$ cat config.mk
export PLATFORM = sky130hd
export DESIGN_NAME = mem_inst_resp
export DESIGN_NICKNAME = d
export VERILOG_FILES = /design/src/rtl/mem_inst_resp.sv
export SDC_FILE = /design/constraint.sdc
export NUM_CORES = 1
export LEC_CHECK = 0
export ABC_AREA = 1
export CORE_AREA = 2 2 128 130
export DETAILED_ROUTE_END_ITERATION = 7
export DIE_AREA = 0 0 130 132
export PLACE_DENSITY_LB_ADDON = 0.1
export SYNTH_ARGS = -nofsm -noshare
export SYNTH_HDL_FRONTEND = slang
export SYNTH_SLANG_ARGS = --single-unit
$ cat constraint.sdc
create_clock -name clk -period 5.5 [get_ports clk]
set_input_delay 1.375 -clock clk [delete_from_list [all_inputs] [get_ports clk]]
set_output_delay 1.375 -clock clk [all_outputs]
set_load 0.05 [all_outputs]
$ cat src/rtl/mem_inst_resp.sv
// rtl/mem_inst_resp.sv - instruction fetch responder assembling 32-bit words from a byte-wide RAM
module mem_inst_resp (
  input  logic        clk,
  input  logic        rst,
  input  logic        instEn,
  input  logic [31:0] instAddr,
  input  logic        instDiscard,
  output logic        memInstOutEn,
  output logic [31:0] memInst,
  output logic [31:0] ram_a,
  input  logic [7:0]  ram_din,
  output logic        fillEn,
  output logic [31:0] fillAddr,
  output logic [31:0] fillInst
);

  typedef enum logic [1:0] {
    IDLE = 2'd0,
    READ = 2'd1,
    RESP = 2'd2
  } state_t;

  state_t      state;
  state_t      state_next;
  logic        accept;
  logic [1:0]  byte_cnt;
  logic [1:0]  byte_next;
  logic [31:0] req_addr;
  logic [23:0] byte_buf;

  assign byte_next = byte_cnt + 2'd1;

  // Response strobes come straight from the Resp state; a discard in that
  // cycle masks them so an aborted word is never presented downstream.
  assign memInstOutEn = (state == RESP) && !instDiscard;
  assign fillEn       = (state == RESP) && !instDiscard;

  // State register.
  always_ff @(posedge clk) begin
    if (rst) begin
      state <= IDLE;
    end else begin
      state <= state_next;
    end
  end

  // Next-state logic; a discard with instEn held restarts on the new address.
  always_comb begin
    state_next = state;
    accept     = 1'b0;
    case (state)
      IDLE: begin
        if (instEn) begin
          accept     = 1'b1;
          state_next = READ;
        end
      end
      READ: begin
        if (instDiscard) begin
          if (instEn) begin
            accept     = 1'b1;
            state_next = READ;
          end else begin
            state_next = IDLE;
          end
        end else if (byte_cnt == 2'd3) begin
          state_next = RESP;
        end
      end
      RESP: begin
        if (instDiscard && instEn) begin
          accept     = 1'b1;
          state_next = READ;
        end else begin
          state_next = IDLE;
        end
      end
      default: state_next = IDLE;
    endcase
  end

  // Address sequencing and byte assembly; the output word is only updated
  // when byte 3 lands, so partial or aborted bytes never become visible.
  always_ff @(posedge clk) begin
    if (rst) begin
      req_addr <= 32'd0;
      ram_a    <= 32'd0;
      byte_cnt <= 2'd0;
      byte_buf <= 24'd0;
      memInst  <= 32'd0;
      fillInst <= 32'd0;
      fillAddr <= 32'd0;
    end else if (accept) begin
      req_addr <= instAddr;
      ram_a    <= instAddr;
      byte_cnt <= 2'd0;
    end else if (state == READ && !instDiscard) begin
      case (byte_cnt)
        2'd0: byte_buf[7:0]   <= ram_din;
        2'd1: byte_buf[15:8]  <= ram_din;
        2'd2: byte_buf[23:16] <= ram_din;
        default: begin
          memInst  <= {ram_din, byte_buf};
          fillInst <= {ram_din, byte_buf};
          fillAddr <= req_addr;
        end
      endcase
      if (byte_cnt != 2'd3) begin
        byte_cnt <= byte_next;
        ram_a    <= req_addr + {30'd0, byte_next};
      end
    end
  end

endmodule

==> summary.md <==
| Metric | Value |
|---|---|
| CP peak stage delay | 840 ps |
| # IOs | 174 |
| Metal-1 WL | 8530 um |
| Crit path DAT | 3010 ps |
| Residual DRC | 0 |
| CP max-delay cell | clkdlybuf4s50_1 |
| Syn Inst Count | 983 |
| Dominant cells by area after synthesis | dfxtp_1 (44%), nand2_1 (9.9%), nor2_1 (9.7%) |
| WL met2 | 8540 um |
| Via-to-Cell Ratio | 4.86 |
| First-pass DRT Iterations | 5 |
| Worst setup SP type | input port |
| TritonCTS Sinks | 156 |
| Most used DFF post-synth | dfxtp_1 |
| Vias in the first global route | 5978 |
| Most frequent cells in the layout | nand2_1 (186), nor2_1 (182), clkdlybuf4s50_1 (173), dfxtp_1 (156), o21ai_0 (125) |
| Grt ovf | 0 |
| Worst slew pin tran | 1140 ps |
| Filler cells | 1588 |
| Pins over their slew limit | 0 |
| Hold path depth | 2 |
| Synth area leader | dfxtp_1 |
| Crit Reg-Reg Endpoint | req_addr[6] |
| Htree depth | 4 |
| Synthesized area | 0.00703 mm2 |
| Status | finished clean |
| Fin cells | 1326 |
| Netlist cell types | 34 |
| Leakage power | 3.62 nW |
| RSZ-0062 raised after global routing | no |
| DR WL/cell | 13.8 um |
| Nets | 1152 |
| Largest net degree at the start of global routing | 123 |
| Crit Path Max Fanout | 3 |
| Final setup fails | 0 |
| Max-slew headroom | 0.240 |
| Total Die Area | 0.0172 mm2 |
| Post-synth EDFFs | 0 |
| Hold_buf cts | 0 |
| Top Metal Used | met4 |
| Hold crit path type | flop to flop |
| Max_cap viols | 0 |
| Worst-Skew Late Latency | 430 ps |
| Reg-to-Reg Start | state[0] |
| Syn Area/Cell | 7.15 um2 |
| Syn. warnings | 0 |
| VDD IR max | 228 uV |
| Initial DRC count | 522 |
| Clk_skew | 6.95 ps |
| Reg clk slew, reported paths | 60 ps |
| FF-to-FF setup slack | 2960 ps |
| Final Critical Period | 4390 ps |
| Via count | 6447 |
| Most common cell after layout, fill and taps aside | nand2_1 |
| Detailed Route WL | 18300 um |
| Final GP Congestion | 0.849 |
| Num rows | 46 |
| Peak Freq | 0.228 GHz |
| Placed cells | 1297 |
| Setup TNS | 0 ps |
| Height of the die | 132 um |
| I/O Buffers | 173 |
| Share of cells above drive strength 1 | 0.0432 |
| Hold Violations, Final | 0 |
| Hold Path End | byte_buf[17] |
| Post-synth ARST share | 0 |
| Initial core utilization | 0.447 |
| HPWL after DPL | 12500 um |
| Core region area | 0.0157 mm2 |
| CTS Buf Count | 17 |
| Tcrit/Tclk final | 0.798 |
| First-pass GRT wire length | 29800 um |
| Maximum buffer depth of the clock tree | 2 |
| Critical path buffers and inverters | 2 |
| Setup CP Type | input port to output port |
| CTS tree | yes |
| Syn Nets | 1035 |
| CP required | 4120 ps |
| Synthesis-to-finish area growth | 29.6% |
| Die Width | 130 um |
| Crit path capture type | output port |
| Yosys reg bits | 156 |
| Post_cts resized | 0 |
| Seq/Total Area, Yosys | 0.444 |
| Post-CTS setup buffer count | 0 |
| Area occupied by multi-input gates | 0.00306 mm2 |
| FF+latch area | 0.00312 mm2 |
| Cell Pwr Density | 297 mW/mm2 |
| CP startpoint | instDiscard |
| Initial antenna violation count | 0 |
| Routed length on met3 | 816 um |
| Clock root buffer master | clkbuf_16 |
| Critical-path cell list | clkdlybuf4s50_1 > nor3_1 > clkdlybuf4s50_1 |
| Worst Hold Launch | byte_buf[17] |
| Most common cell on crit path | clkdlybuf4s50_1 |
| Antenna Nets Post-Route | 0 |
| CP top delay family | buffers and inverters |
| Ant. Diodes | 0 |
| Worst Reg2Reg Path Length in Cells | 6 |
| All-Layer GR Usage | 0.217 |
| Post-synth top area share | 0.444 |
[worst min-delay path, delay by kind of cell (launching register included)]
family | cells | cell delay, ps
flip-flops | 1 | 320
AND/OR/NAND/NOR | 2 | 120
[power breakdown]
| part | internal [W] | switching (W) |
|---|---|---|
| Sequential | 0.00118 | 0.0000348 |
| Clock | 0.000660 | 0.000453 |
| Combinational | 0.000131 | 0.000248 |
| Total | 0.00197 | 0.000737 |
[state kept, by name, summed over array words and instances (netlist names)]
name,cells
fillAddr,32
byte_buf,24
fillInst,32
ram_a,32
req_addr,32
state,2
byte_cnt,2
[layout make-up]
| cell class | instances | area share |
|---|---|---|
| Sequential cell | 156 | 0.343 |
| Multi-Input combinational cell | 657 | 0.336 |
| Timing Repair Buffer | 177 | 0.193 |
| Clock buffer | 22 | 0.0532 |
| Inverter | 91 | 0.0378 |
| Tap cell | 216 | 0.0297 |
| Clock inverter | 7 | 0.00728 |
[Yosys cell counts (2+ instances only)]
cell and instances:
a21oi_1 52, a21oi_2 2, a31oi_1 7, buf_2 13
buf_4 41, buf_6 5, clkbuf_1 20, dfxtp_1 156
ha_1 7, inv_1 89, nand2_1 186, nand2_2 4
nand3_1 36, nand3b_1 6, nand4_1 2, nor2_1 182
nor3_1 3, o21ai_0 125, o21ai_1 5, o22ai_1 26
xor2_1 3
[routing by layer]
layer,global-route usage,vias to the layer above
li1,-,3358
met1,0.289,2865
met2,0.348,196
met3,0.0402,28
met4,0.0878,0
met5,0,-
[cell families after synthesis]
family / Yosys count / share of synthesized area
xor gates and xnor gates: 3 / 0.00374
buffers and inverters: 170 / 0.121
adders and majority gates: 8 / 0.0153
DFF: 156 / 0.444
AOI/OAI and AO/OA: 219 / 0.164
and+or+nand+nor: 427 / 0.252
[worst max-delay path by stage]
| stage | slack, ps | cells past startpoint | end |
|---|---|---|---|
| final | 1110 | 3 | memInstOutEn |
| after global routing | 1040 | 3 | memInstOutEn |
| after global placement | 1110 | 3 | memInstOutEn |
| after detailed placement | 1100 | 3 | memInstOutEn |
| after CTS | 1100 | 3 | memInstOutEn |
| after floorplan | 1250 | 2 | memInstOutEn |
[stage by stage]
stage          worst slack, ps  area [um2]  power [W]  hold WS (ps)   util
3_5_place_dp              1100        8560    0.00162           467  0.545
5_1_grt                   1040        9110    0.00282           503  0.580
2_1_floorplan             1250        7030    0.00149           448      -
4_1_cts                   1100        9110    0.00273           480  0.580
3_3_place_gp              1110        8560    0.00161           456  0.545
6_report                  1110        9110    0.00271           476  0.580
No activity file was read; power rests on OpenSTA's default activity.
